==> src/rtl/input_buffer_nch.sv <==
// Multi-channel activation input buffer: one circular FIFO per channel, read as a
// NUM_RDATA-word window with a shared strided pop. Optional error flags: INPUT_BUFFER_NCH_ERR_EN.
module input_buffer_nch #(
  parameter int DAT_WIDTH     = 8,
  parameter int NUM_CHANNEL   = 4,
  parameter int NUM_RDATA     = 3,
  parameter int FF_DEPTH      = 16,
  parameter int FF_ADDR_WIDTH = 4,
  parameter int STR_WIDTH     = 2
) (
  input  logic                                       clk,
  input  logic                                       rst,
  input  logic [DAT_WIDTH*NUM_CHANNEL-1:0]           i_data,
  input  logic [NUM_CHANNEL-1:0]                     i_data_val,
  input  logic                                       i_data_req,
  input  logic [STR_WIDTH-1:0]                       i_rd_stride,
  input  logic                                       i_flush,
  output logic [DAT_WIDTH*NUM_RDATA*NUM_CHANNEL-1:0] o_data,
  output logic                                       o_data_val,
  output logic                                       o_rd_rdy,
  output logic [(FF_ADDR_WIDTH+1)*NUM_CHANNEL-1:0]   o_data_counter,
  output logic                                       o_empty,
  output logic                                       o_full,
  output logic [NUM_CHANNEL-1:0]                     o_err_ovf,
  output logic                                       o_err_udf
);

  localparam int AW = FF_ADDR_WIDTH;
  localparam int CW = FF_ADDR_WIDTH + 1;

  logic [NUM_CHANNEL-1:0]                     ch_rdy;
  logic [NUM_CHANNEL-1:0]                     ch_empty;
  logic [NUM_CHANNEL-1:0]                     ch_full;
  logic [DAT_WIDTH*NUM_RDATA*NUM_CHANNEL-1:0] window_flat;
  logic [CW-1:0]                              stride_eff;
  logic                                       rd_acc;

  // Stride is clamped to the window size so a read never pops unseen entries.
  always_comb begin
    stride_eff = CW'(i_rd_stride);
    if (int'(i_rd_stride) > NUM_RDATA)
      stride_eff = CW'(NUM_RDATA);
  end

  assign o_rd_rdy = &ch_rdy;
  assign rd_acc   = i_data_req & o_rd_rdy;
  assign o_empty  = &ch_empty;
  assign o_full   = |ch_full;

  genvar gi, gk;
  generate
    for (gi = 0; gi < NUM_CHANNEL; gi++) begin : g_ch
      logic [DAT_WIDTH-1:0] mem [FF_DEPTH];
      logic [AW-1:0]        wptr_reg;
      logic [AW-1:0]        rptr_reg;
      logic [CW-1:0]        cnt_reg;
      logic [CW-1:0]        cnt_next;
      logic                 wr_en;

      // A full channel drops the write even when a pop frees space this cycle.
      assign wr_en    = i_data_val[gi] && (cnt_reg < CW'(FF_DEPTH));
      assign cnt_next = cnt_reg + CW'(wr_en) - (rd_acc ? stride_eff : '0);

      always_ff @(posedge clk) begin
        if (rst || i_flush) begin
          wptr_reg <= '0;
          rptr_reg <= '0;
          cnt_reg  <= '0;
        end else begin
          if (wr_en)
            wptr_reg <= wptr_reg + 1'b1;
          if (rd_acc)
            rptr_reg <= rptr_reg + stride_eff[AW-1:0];
          cnt_reg <= cnt_next;
        end
      end

      always_ff @(posedge clk) begin
        if (wr_en)
          mem[wptr_reg] <= i_data[gi*DAT_WIDTH +: DAT_WIDTH];
      end

      // The write slot sits at rptr+count, so it never aliases a window word.
      for (gk = 0; gk < NUM_RDATA; gk++) begin : g_win
        assign window_flat[(gi*NUM_RDATA+gk)*DAT_WIDTH +: DAT_WIDTH] = mem[rptr_reg + AW'(gk)];
      end

      assign o_data_counter[gi*CW +: CW] = cnt_reg;
      assign ch_rdy[gi]   = cnt_reg >= CW'(NUM_RDATA);
      assign ch_empty[gi] = cnt_reg == '0;
      assign ch_full[gi]  = cnt_reg == CW'(FF_DEPTH);
    end
  endgenerate

  always_ff @(posedge clk) begin
    if (rst) begin
      o_data     <= '0;
      o_data_val <= 1'b0;
    end else if (i_flush) begin
      o_data_val <= 1'b0;
    end else begin
      o_data_val <= rd_acc;
      if (rd_acc)
        o_data <= window_flat;
    end
  end

`ifdef INPUT_BUFFER_NCH_ERR_EN
  logic [NUM_CHANNEL-1:0] ovf_reg;
  logic                   udf_reg;

  always_ff @(posedge clk) begin
    if (rst || i_flush) begin
      ovf_reg <= '0;
      udf_reg <= 1'b0;
    end else begin
      ovf_reg <= ovf_reg | (i_data_val & ch_full);
      if (i_data_req && !o_rd_rdy)
        udf_reg <= 1'b1;
    end
  end

  assign o_err_ovf = ovf_reg;
  assign o_err_udf = udf_reg;
`else
  assign o_err_ovf = '0;
  assign o_err_udf = 1'b0;
`endif

endmodule

==> config.mk <==
export PLATFORM = sky130hd
export DESIGN_NAME = input_buffer_nch
export DESIGN_NICKNAME = d
export VERILOG_FILES = /design/src/rtl/input_buffer_nch.sv
export SDC_FILE = /design/constraint.sdc
export NUM_CORES = 1
export LEC_CHECK = 0
export BUFFER_PORTS_ARGS = -buffer_cell sky130_fd_sc_hd__clkbuf_2
export CAP_MARGIN = 25
export CORE_MARGIN = 1
export CORE_UTILIZATION = 62
export DETAILED_ROUTE_END_ITERATION = 7
export PLACE_DENSITY = 0.8
export SYNTH_ARGS = -nofsm -noshare
export SYNTH_HDL_FRONTEND = slang
export SYNTH_SLANG_ARGS = --single-unit
==> constraint.sdc <==
create_clock -name clk -period 4.2 [get_ports clk]
set_input_delay 0.84 -clock clk [delete_from_list [all_inputs] [get_ports clk]]
set_output_delay 0.84 -clock clk [all_outputs]
set_load 0.1 [all_outputs]
==> results of run 1 <==
[layout by cell type (no fill, tap or decap), types with 21 or more instances in the layout]
cell and count:
sky130_fd_sc_hd__xor2_1 21, sky130_fd_sc_hd__a31oi_1 36, sky130_fd_sc_hd__mux4_2 384, sky130_fd_sc_hd__edfxtp_1 512
sky130_fd_sc_hd__clkbuf_16 74, sky130_fd_sc_hd__and3_1 64, sky130_fd_sc_hd__a22oi_1 65, sky130_fd_sc_hd__a22o_1 64
sky130_fd_sc_hd__a311oi_1 32, sky130_fd_sc_hd__buf_4 70, sky130_fd_sc_hd__o32ai_1 32, sky130_fd_sc_hd__nand2_1 98
sky130_fd_sc_hd__o22ai_1 32, sky130_fd_sc_hd__dfxtp_1 141, sky130_fd_sc_hd__a211oi_1 68, sky130_fd_sc_hd__nor2_1 132
sky130_fd_sc_hd__clkbuf_2 161, sky130_fd_sc_hd__ha_1 60, sky130_fd_sc_hd__a21oi_1 33, sky130_fd_sc_hd__inv_1 54
[layout make-up]
| class | instances | area share [%] |
|---|---|---|
| flip-flops and latches | 661 | 48.34 |
| multi-input cells | 1279 | 38.82 |
| clock buffers | 92 | 5.101 |
| repair buffers | 237 | 3.725 |
| well taps | 696 | 2.291 |
| clock inverters | 38 | 1.149 |
| inverters | 56 | 0.5529 |
| diodes | 3 | 0.01975 |
[tightest hold or removal path, delay by kind of cell (launching register included)]
| kind | cells | cell delay, ns |
|---|---|---|
| flops | 1 | 0.31 |
| compound gates | 1 | 0.06 |
| simple gates | 1 | 0.05 |
[final timing paths]
kind,startpoint,end,cells past startpoint
worst min register to register,o_data[79],o_data[79],2
worst min-delay path,o_data[79],o_data[79],2
worst max-delay path,g_ch[3].cnt_reg[4],o_rd_rdy,7
worst max register to register,g_ch[3].cnt_reg[4],g_ch[2].cnt_reg[4],14
[metrics by stage]
stage,cell area (sq um),power (uW)
4_1_cts,37960,14070
3_3_place_gp,35560,7739
5_1_grt,38010,14370
2_1_floorplan,34300,7550
3_5_place_dp,35580,7761
6_report,38020,14070
[timing repair]
item                       CTS  global route
gates resized for setup      0             1
setup endpoints to repair    0             1
hold endpoints to repair     0             0
[report_power, final]
part	leakage, uW	total, uW	internal (uW)	switching [uW]
logic	0.00530	519	138	381
clock network	0.00116	6430	3830	2610
registers	0.00583	7120	7080	37.2
[cells by family (layout without fill, tap and decap cells)]
| family | after synthesis | count (layout) | share of synthesized area (%) |
|---|---|---|---|
| compound gates | 391 | 391 | 8.596 |
| fa+ha+maj | 69 | 69 | 2.694 |
| buf+inv | 247 | 423 | 3.508 |
| other cells | 1 | 8 | 0.01094 |
| simple gates | 392 | 392 | 5.442 |
| xor+xnor | 38 | 38 | 0.9709 |
| flops | 661 | 661 | 53.55 |
| mux | 384 | 384 | 25.23 |
[Yosys cell counts, types with 2 or more instances]
cell                       instances
sky130_fd_sc_hd__xnor2_1          17
sky130_fd_sc_hd__nor2b_1          16
sky130_fd_sc_hd__a21oi_1          33
sky130_fd_sc_hd__buf_1            21
sky130_fd_sc_hd__a222oi_1          2
sky130_fd_sc_hd__clkbuf_1         78
sky130_fd_sc_hd__nor3_1           16
sky130_fd_sc_hd__or3_1             3
sky130_fd_sc_hd__a31o_2            4
sky130_fd_sc_hd__mux4_2          384
sky130_fd_sc_hd__and2_1           18
sky130_fd_sc_hd__xor2_1           21
sky130_fd_sc_hd__or2_2             4
sky130_fd_sc_hd__buf_4            34
sky130_fd_sc_hd__a31oi_1          36
sky130_fd_sc_hd__edfxtp_1        512
sky130_fd_sc_hd__buf_2            45
sky130_fd_sc_hd__ha_1             61
sky130_fd_sc_hd__nand3_1           6
sky130_fd_sc_hd__and4_1            4
sky130_fd_sc_hd__nor2_1          132
sky130_fd_sc_hd__a211oi_1         68
sky130_fd_sc_hd__o21a_1            4
sky130_fd_sc_hd__a311oi_1         32
sky130_fd_sc_hd__a22oi_1          65
sky130_fd_sc_hd__o22ai_1          32
sky130_fd_sc_hd__a21bo_2           8
sky130_fd_sc_hd__buf_6            12
sky130_fd_sc_hd__o32ai_1          32
sky130_fd_sc_hd__nor3b_1           3
sky130_fd_sc_hd__nand3b_1          4
sky130_fd_sc_hd__inv_1            55
sky130_fd_sc_hd__o21ai_0           5
sky130_fd_sc_hd__a22o_1           64
sky130_fd_sc_hd__dfxtp_1         149
sky130_fd_sc_hd__nand2b_1         11
sky130_fd_sc_hd__a21boi_0          2
sky130_fd_sc_hd__and3_1           65
sky130_fd_sc_hd__nand4_1          10
sky130_fd_sc_hd__fa_1              8
sky130_fd_sc_hd__nand2_1          99
[routing by layer]
| metal | global-route usage (%) | routed length, um | up-vias | share of wire, % |
|---|---|---|---|---|
| met1 | 46.21 | 33150 | 11720 | 35 |
| met2 | 53.30 | 44570 | 2047 | 47 |
| li1 | - | - | 9296 | - |
| met4 | 15.95 | 4718 | 2 | 4.9 |
| met5 | 0 | 13 | - | 0.014 |
| met3 | 8.536 | 13190 | 342 | 14 |
==> results.txt, run 1 <==
- The clock tree synthesis step divided the H-tree into 3 levels.
- Pin count of the biggest net entering global routing: 69
- Path class of the lowest-slack min-delay path: flip-flop to flip-flop
- In this run, synthesis produced a sequential element count of 661.
- Register-to-Register Setup Slack: 0.60 ns
- Clock slew seen by the registers of the worst setup and hold paths: 0.06 ns
- Height of the die: 237.1 um
- Worst Hold Margin: 0.4728 ns
* Number of enable flip-flop cells after synthesis: 512
* Proportion of layout cells with a drive suffix above 1: 31.95%
- Dominant register cell in the synthesized netlist: sky130_fd_sc_hd__edfxtp_1
- LEAKAGE: 0.01229 uW
- Leading post-synthesis cells by cell area: sky130_fd_sc_hd__edfxtp_1 45%, sky130_fd_sc_hd__mux4_2 25%, sky130_fd_sc_hd__dfxtp_1 8.7%
* Combined area of the multi-input logic cells: 14,760 sq um
* Post-placement worst setup slack: 0.7217 ns
- The initial utilization of the core area, before any placement, comes to 63.20%.
* Wire length of the first global-routing pass: 142,800 um
- Worst Setup End Kind: output pin
- Synthesized area per cell: 15.70 sq um
- For this run, the number of Yosys warnings is 0.
- Data on the critical path is required at its endpoint by 3.36 ns.
- Global routing used 34.29% of the available tracks across all layers.
- For the worst-skew pair, the clock arrives at the later sink with an insertion delay of 0.62 ns.
- Top-level I/O count: 167
- Setup Fix Bufs, Post-CTS: 0
- TritonCTS built the clock tree.
- Post-route insts no fill: 3,062
* Largest register FFs: 512
* First-pass iteration count of the detailed router: 5
- Detailed placement ended at an HPWL of 62,210 um.
* Outcome: completed
* Post-detailed-route count of antenna-violating nets: 0
- Counting flops with an async set or reset pin after synthesis yields a share of 0%.
- In this run the biggest area consumer among cell types represents 44.85% of the synthesized area.
- Final total negative setup slack: 0 ns
- Maximum fanout encountered on the critical timing path: 50
- Summed over all layers, the routed wires come to 95,650 um.
- Number of DRC violations after detailed routing: 0
- Drt via density: 7.643
- Buffer cell driving the clock tree root: sky130_fd_sc_hd__clkbuf_16
- Counting every sink on the clock net gives 661.
- Routability-driven placement finished with a final weighted congestion of 0.9134.
- After layout, the worst setup slack is 0.2260 ns.
- Once layout is complete, the utilization of the core stands at 70.09%.
- The number of placed instances, taps included, is 2,923.
- DR iter-0 viols: 3,560
* Routed length per instance: 31.24 um
- Traced cell by cell, the critical path runs through inv_1 > ha_1 > nor2b_1 > a222oi_1 > buf_6 > a21boi_2 > clkbuf_2.
- Cell type group with the largest total delay on the critical path: buffers and inverters
- Worst ir drop on vdd: 0.2750 mV
- Count of hold-fix buffers inserted at cts: 0
- Slew Limit Headroom: 24.45%
- Number of global-route vias before repair: 22,990
* Maximum number of buffers from clock root to sink: 3
- Endpoints failing hold: 0
- Across the run, the number of max-cap violations was 0.
- sky130_fd_sc_hd__edfxtp_1 takes more of the synthesized area than any other cell.
* Fin nets: 2,416
- After global routing the overflow that remains totals 0.
- Counting I/O delays and the setup requirement, the final critical path takes 3.974 ns.
- Data arrives at the worst endpoint at 3.13 ns.
* Post-route fraction of the period consumed by the critical path: 94.62%
* Mapped Cells: 2,183
- Power per standard cell area: 370.1 nW/um^2
* Relative area change from synthesis to final layout: 10.91%
- Measured along the x axis, the die boundary spans 237.1 um.
- Worst Tran Pin Value: 1.129 ns
* Startpoint class of the critical path: flip-flop
- Post-synthesis instance area: 34,280 sq um
- The initialized floorplan defines 85 standard-cell rows.
- Setup violation total in the final timing report: 0
- Clock skew on the completed layout was measured at 0.02062 ns.
- Number of filler instances in the final layout: 3,334
- Across all layers, the routed design uses 23,400 vias.
* Critical path buffer and inverter count: 3
- Count of different cell masters after synthesis: 49
- Setup repair after global routing left no endpoint under its margin.
- Die ar.: 56,240 sq um
- Input and output buffers added on the ports amount to 161.
- The initial antenna violation count was 3.
- Delay of the slowest cell on the worst path: 0.50 ns
- The slowest stage of the critical path belongs to the cell sky130_fd_sc_hd__buf_6.
- Fmax: 251.6 MHz
- In the final layout, flip-flops and latches occupy 18,380 sq um.
- The core region is 54,240 sq um.
- Count of final max-slew check failures: 0
* Number of clock buffers inserted by TritonCTS: 70
* Critical path class: flip-flop to output pin
- Portion of the post-synthesis area used by sequential elements: 53.55%
No activity file was read; power rests on OpenSTA's default activity.
==> run 2, diff against run 1 <==
--- a/config.mk
+++ b/config.mk
@@ -8,9 +8,9 @@
 export BUFFER_PORTS_ARGS = -buffer_cell sky130_fd_sc_hd__clkbuf_2
 export CAP_MARGIN = 25
 export CORE_MARGIN = 1
-export CORE_UTILIZATION = 62
+export CORE_UTILIZATION = 67
 export DETAILED_ROUTE_END_ITERATION = 7
-export PLACE_DENSITY = 0.8
+export PLACE_DENSITY = 0.86
 export SYNTH_ARGS = -nofsm -noshare
 export SYNTH_HDL_FRONTEND = slang
 export SYNTH_SLANG_ARGS = --single-unit
==> constraint.sdc (replaced) <==
create_clock -name clk -period 4.6 [get_ports clk]
set_input_delay 0.92 -clock clk [delete_from_list [all_inputs] [get_ports clk]]
set_output_delay 0.92 -clock clk [all_outputs]
set_load 0.1 [all_outputs]
==> run 2 against run 1 <==
  * Core utilization rose by 5.3 points
  * Power fell by 10%
  * Die area is 7.4% lower
  * Clock power decreased by 12%
  * Routed wire length grew 4.4%
  * Worst setup slack better by 0.58 ns
  * Critical endpoint is now o_data[9]
  * Highest routed layer unchanged
==> results.txt, run 2 (synthesis gave the netlist of run 1 again) <==
- Overall track demand over capacity in global routing: 37.84% (was 34.29%)
- Worst Setup End Kind: flip-flop (was output pin)
- Final setup slack of the worst path: 0.8108 ns (was 0.2260 ns)
- Capture point of the worst reg-to-reg path: o_data[9] (was g_ch[2].cnt_reg[4])
- The clock skew after layout came to 0.02623 ns (was 0.02062 ns).
- LEAKAGE: 0.01224 uW (was 0.01229 uW)
* Post-placement worst setup slack: 1.087 ns (was 0.7217 ns)
* Top-level I/O count: 167 (unchanged)
- Critical path buffer and inverter count: 3 (unchanged)
- Pin count of the biggest net entering global routing: 100 (was 69)
- Post-Route Utilization: 75.44% (was 70.09%)
- The total number of nets in the final design came to 2,406 (was 2,416).
- The critical hold path startpoint is o_data[73] (was o_data[79]).
- Leading cell types in the layout, fill and taps excluded: 512 x sky130_fd_sc_hd__edfxtp_1, 384 x sky130_fd_sc_hd__mux4_2, 161 x sky130_fd_sc_hd__clkbuf_2 (unchanged).
* Combined area of the multi-input logic cells: 14,780 sq um (was 14,760 sq um)
- The final count of hold timing violations came to 0 (unchanged).
- Area of all placed cells without fillers: 37,920 sq um (was 38,020 sq um)
- The clock latency of the later-clocked register in the worst-skew pair was 0.62 ns (about the same).
- The worst slew margin relative to its limit is 16.53% (was 24.45%).
- Global route total overflow: 0 (unchanged)
* Max-cap violations: 0 (unchanged)
* Register-to-Register Setup Slack: 0.81 ns (was 0.60 ns)
- The worst voltage drop across the vdd grid was 0.3317 mV (was 0.2750 mV).
- Worst Tran Pin Value: 1.248 ns (was 1.129 ns)
- Outcome: completed (unchanged).
* Final Wtd Congestion: 0.9140 (was 0.9134)
- The largest delay contributor family on the critical path was buffers and inverters (unchanged).
* Reg-to-reg startpoint: g_ch[3].cnt_reg[4] (unchanged)
- The count of vias placed by the detailed router was 23,950 (was 23,400).
* Maximum number of buffers from clock root to sink: 3 (unchanged)
- Clock slew seen by the registers of the worst setup and hold paths: 0.06 ns (about the same)
* Die ar.: 52,070 sq um (was 56,240 sq um)
- Width of the chip: 228.2 um (was 237.1 um)
* Post-detailed-route count of antenna-violating nets: 0 (unchanged)
* Hold-critical path endpoint: o_data[73] (was o_data[79])
* Power per standard cell area: 333.0 nW/um^2 (was 370.1 nW/um^2)
- Slowest stage cell on the critical path: sky130_fd_sc_hd__nand4_1 (was sky130_fd_sc_hd__buf_6)
- Number of global-route vias before repair: 23,330 (was 22,990)
* Number of DRC violations after detailed routing: 0 (unchanged)
- Path class of the lowest-slack min-delay path: flip-flop to flip-flop (unchanged)
* Height of the die: 228.2 um (was 237.1 um)
* Post-CTS Resized: 0 (unchanged)
* Wire length of the first global-routing pass: 145,800 um (was 142,800 um)
- The final-layout setup total negative slack came to 0 ns (unchanged).
- Relative area change from synthesis to final layout: 10.63% (was 10.91%)
- The TritonCTS buffer count was 68 (was 70).
* Number of cells on the worst reg-to-reg path: 8 (was 14)
- WP depth: 8 (was 7)
- The number of buffers inserted by hold repair at cts came to 0 (unchanged).
* Fmax: 263.9 MHz
- Area of placed instances: 35,480 sq um (was 35,580 sq um)
- The number of flip-flops under the largest register name was 512 (unchanged).
* Maximum fanout encountered on the critical timing path: 49 (was 50)
- Clock tree from TritonCTS: yes (unchanged)
- The count of H-tree levels built during CTS was 3 (unchanged).
* Delay of the slowest cell on the worst path: 0.79 ns (was 0.50 ns)
* CORE AREA: 50,270 sq um (was 54,240 sq um)
* Buffer cell driving the clock tree root: sky130_fd_sc_hd__clkbuf_16 (unchanged)
* Leading cell type in the layout, fill and taps excluded: sky130_fd_sc_hd__edfxtp_1 (unchanged)
- Drt via density: 7.917 (was 7.643)
* Hold path depth: 2 (unchanged)
- The setup fix buffers added after clock tree synthesis came to 0 (unchanged).
- Starting density of the core: 68.19% (was 63.20%)
* Dpl hpwl: 62,110 um (was 62,210 um)
- Final worst path period need: 3.789 ns
* Post-route fraction of the period consumed by the critical path: 82.37%
- Unrepaired setup endpoints after global routing: false (unchanged)
- First-pass iteration count of the detailed router: 8 (was 5)
* Proportion of layout cells with a drive suffix above 1: 31.94% (was 31.95%)
- The overall routed net length is 99,810 um (was 95,650 um).
- The filler cell count came to 2,734 (was 3,334).
* Routed length per instance: 33.00 um (was 31.24 um)
- Ordered list of cells on the worst path: inv_1 > ha_1 > nor2b_1 > a222oi_1 > buf_4 > nand4_1 > buf_12 > o32ai_1 (was inv_1 > ha_1 > nor2b_1 > a222oi_1 > buf_6 > a21boi_2 > clkbuf_2)
- Antenna violations before repair: 6 (was 3)
* Setup violation total in the final timing report: 0 (unchanged)
- The data arrival at the endpoint of the critical path came to 4.29 ns (was 3.13 ns).
- Data required time at the worst endpoint: 5.10 ns (was 3.36 ns)
- The number of buffers added on ports came to 161 (unchanged).
- DR iter-0 viols: 3,884 (was 3,560)
- Startpoint class of the critical path: flip-flop (unchanged)
* Critical path class: flip-flop to flip-flop (was flip-flop to output pin)
- Count of final max-slew check failures: 0 (unchanged)
- Sequential cell area: 18,380 sq um (unchanged)
* Standard-cell rows: 82 (was 85)
- The number of sinks handled by clock tree synthesis is 661 (unchanged).
[run 2: changes by cell type in the layout (fill, tap and decap cells not counted), sizes merged]
cell	previous run	this run
clkbuf	253	259
inv	58	61
clkinvlp	2	0
diode	3	2
clkinv	25	18
buf	76	66
bufinv	9	7
[run 2: power by group]
part	switching, uW	leakage (uW)	internal (uW)
Clock	2350	0.00112	3310
Combinational	343	0.00530	125
Sequential	37.3	0.00583	6470
Total	2730	0.0122	9900
[run 2: layer usage]
layer  global-route usage (%)  routed length (um)
met1                    48.72               31720
met2                    59.96               47520
met3                    10.27               14890
met4                    18.96                5628
met5                        0                  53
[run 2: worst register-to-register path, stage by stage (launching register included)]
cell                       delay (ns)
sky130_fd_sc_hd__dfxtp_1         0.42
sky130_fd_sc_hd__inv_1           0.07
sky130_fd_sc_hd__ha_1            0.17
sky130_fd_sc_hd__nor2b_1         0.14
sky130_fd_sc_hd__a222oi_1        0.51
sky130_fd_sc_hd__buf_4           0.70
sky130_fd_sc_hd__nand4_1         0.82
sky130_fd_sc_hd__buf_12          0.45
sky130_fd_sc_hd__o32ai_1         0.41
[run 2: worst max path at each step]
stage | from | endpoint
finish | g_ch[3].cnt_reg[4] | o_data[9]
global placement | i_data_req | g_ch[0].cnt_reg[4]
global route | g_ch[3].cnt_reg[4] | g_ch[2].cnt_reg[4]
floorplan | g_ch[3].cnt_reg[3] | o_rd_rdy
CTS | g_ch[3].cnt_reg[4] | o_rd_rdy
detailed placement | g_ch[3].cnt_reg[4] | o_data[9]
[run 2: stage by stage]
stage          instances  power [uW]  hold slack, ns
2_1_floorplan       2187        6893          0.5538
3_3_place_gp        2868        7050          0.4590
3_5_place_dp        2879        7075          0.4645
4_1_cts             3005       12580          0.4747
5_1_grt             3025       12840          0.4880
6_report            3025       12630          0.4736
[run 2: layout make-up]
| cell class | instances | area share [%] |
|---|---|---|
| multi-input cells | 1279 | 38.97 |
| inverters | 56 | 0.5543 |
| well taps | 672 | 2.217 |
| clock buffers | 96 | 5.031 |
| repair buffers | 229 | 3.850 |
| diodes | 2 | 0.01320 |
| flip-flops and latches | 661 | 48.46 |
| clock inverters | 30 | 0.9073 |
